File: src/rtl/sigma_delta_dac.sv
// Single-bit sigma-delta DAC.
// PCM samples arrive at clk / OVERSAMPLE_RATE through a one-deep valid/ready
// buffer. They are optionally linearly interpolated, then drive a first- or
// second-order modulator whose registered bitstream leaves on dac_pin for an
// external RC low-pass. All datapath math is offset binary.

module sigma_delta_dac #(
    parameter int OVERSAMPLE_RATE = 256,
    parameter int DAC_BITLEN      = 16,
    parameter int SIGNED_INPUT    = 1,
    parameter int MOD_ORDER       = 2,
    parameter int USE_INTERP      = 1
) (
    input  logic                  clk,
    input  logic                  rst_n,
    input  logic [DAC_BITLEN-1:0] dac_input,
    input  logic                  dac_valid,
    output logic                  dac_ready,
    output logic                  dac_pin,
    output logic                  underrun
);

    localparam int N  = DAC_BITLEN;
    localparam int L  = $clog2(OVERSAMPLE_RATE);
    localparam int IW = N + L + 1;
    localparam int MW = N + 4;

    localparam logic [N-1:0]           MIDSCALE = {1'b1, {(N-1){1'b0}}};
    localparam logic [L-1:0]           OSR_LAST = L'(OVERSAMPLE_RATE - 1);
    localparam logic signed [MW+1:0]   FB_HI    = (MW+2)'(2 ** N);
    localparam logic signed [MW+1:0]   SAT_MAX  = (MW+2)'(2 ** (MW - 1) - 1);
    localparam logic signed [MW+1:0]   SAT_MIN  = -SAT_MAX - (MW+2)'(1);

    logic [L-1:0] osr_cnt;
    logic         tick;
    logic [N-1:0] u;
    logic         accept;
    logic         buf_full;
    logic [N-1:0] buf_q;
    logic [N-1:0] prev_q;
    logic [N-1:0] cur_q;
    logic [N-1:0] cur_nxt;
    logic [N-1:0] x;

    // Clamp a widened integrator sum back into the integrator's signed range.
    function automatic logic signed [MW-1:0] sat(input logic signed [MW+1:0] v);
        if (v > SAT_MAX) begin
            return SAT_MAX[MW-1:0];
        end else if (v < SAT_MIN) begin
            return SAT_MIN[MW-1:0];
        end
        return v[MW-1:0];
    endfunction

    assign tick      = (osr_cnt == OSR_LAST);
    // Flipping the MSB turns two's complement into offset binary.
    assign u         = (SIGNED_INPUT != 0) ? (dac_input ^ MIDSCALE) : dac_input;
    assign accept    = dac_valid & ~buf_full;
    assign dac_ready = ~buf_full;
    assign cur_nxt   = buf_full ? buf_q : cur_q;

    // Sample-rate counter, one-deep input buffer and prev/cur sample pair.
    always_ff @(posedge clk or negedge rst_n) begin
        if (!rst_n) begin
            osr_cnt  <= '0;
            buf_full <= 1'b0;
            buf_q    <= '0;
            prev_q   <= MIDSCALE;
            cur_q    <= MIDSCALE;
            underrun <= 1'b0;
        end else begin
            osr_cnt <= osr_cnt + 1'b1;
            if (tick) begin
                prev_q   <= cur_q;
                cur_q    <= cur_nxt;
                underrun <= ~buf_full;
            end
            // A sample accepted on an empty-buffer tick waits for the next tick.
            if (accept) begin
                buf_q    <= u;
                buf_full <= 1'b1;
            end else if (tick) begin
                buf_full <= 1'b0;
            end
        end
    end

    generate
        if (USE_INTERP != 0) begin : g_interp
            logic signed [IW-1:0] ia;
            logic signed [N:0]    slope;
            logic signed [N:0]    slope_tick;
            logic [N:0]           ia_hi;

            assign slope      = $signed({1'b0, cur_q}) - $signed({1'b0, prev_q});
            assign slope_tick = $signed({1'b0, cur_nxt}) - $signed({1'b0, cur_q});
            assign ia_hi      = ia[IW-1:L];

            // Ramp accumulator: the tick load already includes the first step,
            // so x lands exactly on the new sample on the last clock of the period.
            always_ff @(posedge clk or negedge rst_n) begin
                if (!rst_n) begin
                    ia <= $signed({1'b0, MIDSCALE, {L{1'b0}}});
                end else if (tick) begin
                    ia <= $signed({1'b0, cur_q, {L{1'b0}}}) + IW'(slope_tick);
                end else begin
                    ia <= ia + IW'(slope);
                end
            end

            // ia >> L cannot exceed 2^N-1, so only negative excursions need clamping.
            always_comb begin
                x = ia_hi[N-1:0];
                if (ia_hi[N]) begin
                    x = '0;
                end
            end
        end else begin : g_zoh
            // Zero-order hold straight from the current sample.
            always_comb begin
                x = cur_q;
            end
        end
    endgenerate

    generate
        if (MOD_ORDER == 1) begin : g_mod1
            logic [N-1:0] a1;

            // First-order modulator: the accumulator carry is the bitstream.
            always_ff @(posedge clk or negedge rst_n) begin
                if (!rst_n) begin
                    a1      <= '0;
                    dac_pin <= 1'b0;
                end else begin
                    {dac_pin, a1} <= {1'b0, a1} + {1'b0, x};
                end
            end
        end else begin : g_mod2
            logic signed [MW+1:0] fb;
            logic signed [MW+1:0] i1_sum;
            logic signed [MW+1:0] i2_sum;
            logic signed [MW-1:0] i1;
            logic signed [MW-1:0] i2;
            logic signed [MW-1:0] i1_nxt;
            logic signed [MW-1:0] i2_nxt;

            // The second integrator takes the freshly updated i1 and the pin is
            // the sign of the updated i2, giving NTF = (1 - z^-1)^2.
            assign fb     = dac_pin ? FB_HI : '0;
            assign i1_sum = (MW+2)'(i1) + $signed({{(MW+2-N){1'b0}}, x}) - fb;
            assign i1_nxt = sat(i1_sum);
            assign i2_sum = (MW+2)'(i2) + (MW+2)'(i1_nxt) - fb;
            assign i2_nxt = sat(i2_sum);

            // Second-order modulator state and registered comparator.
            always_ff @(posedge clk or negedge rst_n) begin
                if (!rst_n) begin
                    i1      <= '0;
                    i2      <= '0;
                    dac_pin <= 1'b0;
                end else begin
                    i1      <= i1_nxt;
                    i2      <= i2_nxt;
                    dac_pin <= ~i2_nxt[MW-1];
                end
            end
        end
    endgenerate

endmodule

File: config.mk
export PLATFORM = sky130hd
export DESIGN_NAME = sigma_delta_dac
export DESIGN_NICKNAME = d
export VERILOG_FILES = /design/src/rtl/sigma_delta_dac.sv
export SDC_FILE = /design/constraint.sdc
export NUM_CORES = 1
export LEC_CHECK = 0
export BUFFER_PORTS_ARGS = -buffer_cell sky130_fd_sc_hd__buf_2
export CAP_MARGIN = 5
export CORE_MARGIN = 8
export CORE_UTILIZATION = 45
export DETAILED_ROUTE_END_ITERATION = 10
export REMOVE_ABC_BUFFERS = 1
export SLEW_MARGIN = 20
export SYNTH_ARGS = -nofsm -noshare
export SYNTH_HDL_FRONTEND = slang
export SYNTH_SLANG_ARGS = --single-unit
File: constraint.sdc
create_clock -name clk -period 11.26 [get_ports clk]
set_clock_uncertainty 0.1 [all_clocks]
set_input_delay 3.378 -clock clk [delete_from_list [all_inputs] [get_ports clk]]
set_output_delay 3.378 -clock clk [all_outputs]
set_load 0.005 [all_outputs]
==> results.toml <==
[finish]
fin_util_pct = 50.2
diode_count = 0
finalNetCount = 1462
synth_to_layout_area_growth_pct = 9.85
layout-drive-gt1-share_pct = 7.59
layout.filler_cells = 2307

[clock_tree]
cts.repair.resized = 0
htreeDepth = 4
hold_buffers = 0
cts_num_sinks = 124
cts_root_buffer = "clkbuf_16"
tritoncts = "yes"
cts_inserted_buffers = 17
clk_path_buf_depth = 2
clock_latency_ns = 0.42
cts.clk_slew.worst_paths_ns = 0.06
post_cts_buffers = 0

[worst_setup_path]
setup.worst_path.end_class = "register"
critical_path.max_fanout = 23
critical_path.reg2reg.startpoint = "g_interp.ia[24]$_DFF_PN0_"
critPathRequiredTime_ns = 11.42
worstPathArrival_ns = 7.45
startpoint_type = "register"
worst_setup_path_startpoint = "g_interp.ia[24]$_DFF_PN0_"
timing_worst_setup_path_type = "reg -> reg"

[floorplan]
floorplan.core_area_um2 = 23400
initial_utilization_pct = 45.7
fp.dieH_um = 170
design.portCount = 22
die_width_um = 170
die_outline_area_um2 = 28900
number_of_placement_rows = 56

[placed_design]
detailedPlacementHpwl_um = 17300
gp_congestion = 0.847
portBuffers = 21

[sta]
final-setup-viol-count = 0
timing.final.crit_period_ns = 7.30
setup_tns_ns = 0
clock.fmax_mhz = 137
grt_setup_unrepaired = "false"
hold_violations = 0
number_of_pins_exceeding_their_max_slew_limit_in_the_final_report = 0
period_share_pct = 64.8
timing_worst_slew_pin_value_ns = 0.972
maxSlewHeadroom_pct = 34.9

[pwr]
power_density_nw_per_um2 = 125
power_share_of_the_combinational_group_pct = 26.2
power.switching_fraction_pct = 30.8
switching_component_of_the_power_uw = 454
cellInternalPower_uw = 1020
leakage_power_uw = 0.00563
p_clk_share_pct = 41.1
share_seq_of_total_power_pct = 32.7
ir_drop_mv = 0.0927

[synth]
synth_area_um2 = 10700
async_reset_ff_share_pct = 100
yosysUniqueCellTypes = 70
synth_seq_area_share_pct = 29.1
post_synthesis_instance_total = 1281
yosysWarnings = 0
synthFlopType = "dfrtp_1"
synth_seq_cells = 124
post_synth_edffs = 0
syn_area_per_cell_um2 = 8.34

[global_route]
grt_max_degree = 81
groute.usage.overall_pct = 16.3
grt_overflow_total = 0
antenna_found_initial = 0
grt_pass1_wl_um = 38900
first_global_vias = 8287

[run]
cap_violations = 0

[route]
route.vias.total = 8649
route.antenna.remaining_nets = 0
vias_per_cell = 5.33
drcViolationCount = 0
wire_per_inst_um = 14.2
finalWirelength_um = 23100
drt_pass1_iterations = 5
drtIter0Drc = 314

[hold_path]
start_point_of_the_worst_hold_path = "osr_cnt[0]$_DFF_PN0_"
worstHoldPathType = "reg -> reg"

[outcome]
status = "finished, final reports clean"
-- worst max-delay path, cell delays in order (launching register included) --
cell and delay (ns):
dfrtp_1 0.54, nand2b_1 0.22, ha_1 0.27, inv_1 0.04, ha_1 0.33, nor2b_1 0.14
o21ai_0 0.20, a21boi_1 0.14, o41ai_1 0.51, nand2_1 0.20, or3_1 0.37, a31oi_1 0.19
and3_1 0.78, o31ai_1 0.19, ha_1 0.31, inv_1 0.04, ha_1 0.34, a21o_1 0.17
a21oi_1 0.18, nand2b_1 0.15, o211ai_1 0.12, a31o_2 0.29, a21oi_2 0.32, o221ai_1 0.21
nor3_4 0.59, o21ai_0 0.20
-- cells in the final DEF, fill, tap and decap left out, drive strengths merged, types with 6 or more instances in the layout --
cell type  instances
a21boi             6
buf               28
mux2              16
a211oi             7
nor2b             14
or3               12
o31a              11
a21oi             81
nand2            105
o31ai             17
dfrtp            121
o21a              21
inv              172
xnor2             57
ha               147
and3               8
a21o              26
a31oi              9
nand2b            34
xor2              32
clkbuf            19
o21ai            127
nor2              78
nand3             24
nor3              25
o211ai             9
-- Yosys cell counts, types with 11 or more instances --
master / n / area share (%)
a21o_1: 26 / 1.8
a21oi_1: 80 / 3.7
clkbuf_1: 27 / 0.95
dfrtp_1: 121 / 28
ha_1: 147 / 17
inv_1: 170 / 6.0
mux2_2: 16 / 1.7
nand2_1: 105 / 3.7
nand2b_1: 34 / 2.0
nand3_1: 24 / 1.1
nor2_1: 78 / 2.7
nor2b_1: 14 / 0.82
nor3_1: 24 / 1.1
o21a_1: 20 / 1.4
o21ai_0: 124 / 5.8
o31a_1: 11 / 0.90
o31ai_1: 17 / 1.2
or3_1: 12 / 0.70
xnor2_1: 57 / 4.7
xor2_1: 32 / 2.6
-- path summary, 6_finish.rpt --
check                                               end  slack (ns)  depth (start not counted)
worst max register to register  g_mod2.i2[10]$_DFF_PN0_        3.96                         25
worst min-delay path               osr_cnt[0]$_DFF_PN0_        0.38                          1
max in group asynchronous          buf_q[6]$_DFFE_PN0P_        6.96                          2
worst min register to register     osr_cnt[0]$_DFF_PN0_        0.38                          1
worst max-delay path            g_mod2.i2[10]$_DFF_PN0_        3.96                         25
min in group asynchronous       g_mod2.i2[16]$_DFF_PN0_        2.83                          1
-- logic make-up after synthesis --
kind of cell               Yosys count  share of synthesized area [%]
and+or+nand+nor                    330                           14.8
DFF                                124                           29.1
xor gates and xnor gates            89                           7.29
muxes                               20                           2.06
buffers and inverters              207                           7.41
AOI/OAI and AO/OA                  358                           21.1
adders and majority gates          153                           18.2
-- per-layer routing --
layer	global-route usage (%)	part of all wire [%]	up-vias
met5	0	0	-
met4	4.54	1.5	0
met3	2.27	2.1	25
met2	27.7	48	90
met1	21.3	48	4075
li1	-	-	4459
-- power by group through the flow --
stage | clock (µW) | combinational [µW] | sequential [µW]
after detailed placement | 0 | 384 | 490
after CTS | 617 | 387 | 482
after floorplan | 0 | 302 | 486
after global routing | 636 | 432 | 485
after global placement | 0 | 379 | 489
final | 606 | 386 | 482
-- through the flow --
step / setup WS (ns) / cells / power, µW / hold slack [ns] / area [µm²]
3_5_place_dp: 4.01 / 1591 / 874 / 0.372 / 11100
2_1_floorplan: 4.98 / 1244 / 788 / 0.342 / 10500
5_1_grt: 3.31 / 1623 / 1550 / 0.398 / 11700
3_3_place_gp: 4.18 / 1591 / 868 / 0.367 / 11100
6_report: 3.96 / 1623 / 1470 / 0.383 / 11700
4_1_cts: 4.00 / 1623 / 1490 / 0.383 / 11700
-- sequential cells by signal (all words and copies together) (netlist names) --
signal / count
g_mod2.i2: 20
buf_q: 16
g_interp.ia: 25
dac_pin: 1
underrun: 1
cur_q: 16
buf_full: 1
osr_cnt: 8
prev_q: 16
g_mod2.i1: 20
-- final cells by class --
cell class                 instances  area, µm²  share of cell area (%)
timing repair buffer              28        164                    1.40
clock buffer                      19        453                    3.86
inverter                         170        638                    5.44
sequential                       124       3110                    26.5
clock inverter                    13        189                    1.61
multi-input combinational        950       6790                    57.8
tap                              319        399                    3.40
(Power assumes the default switching activity.)
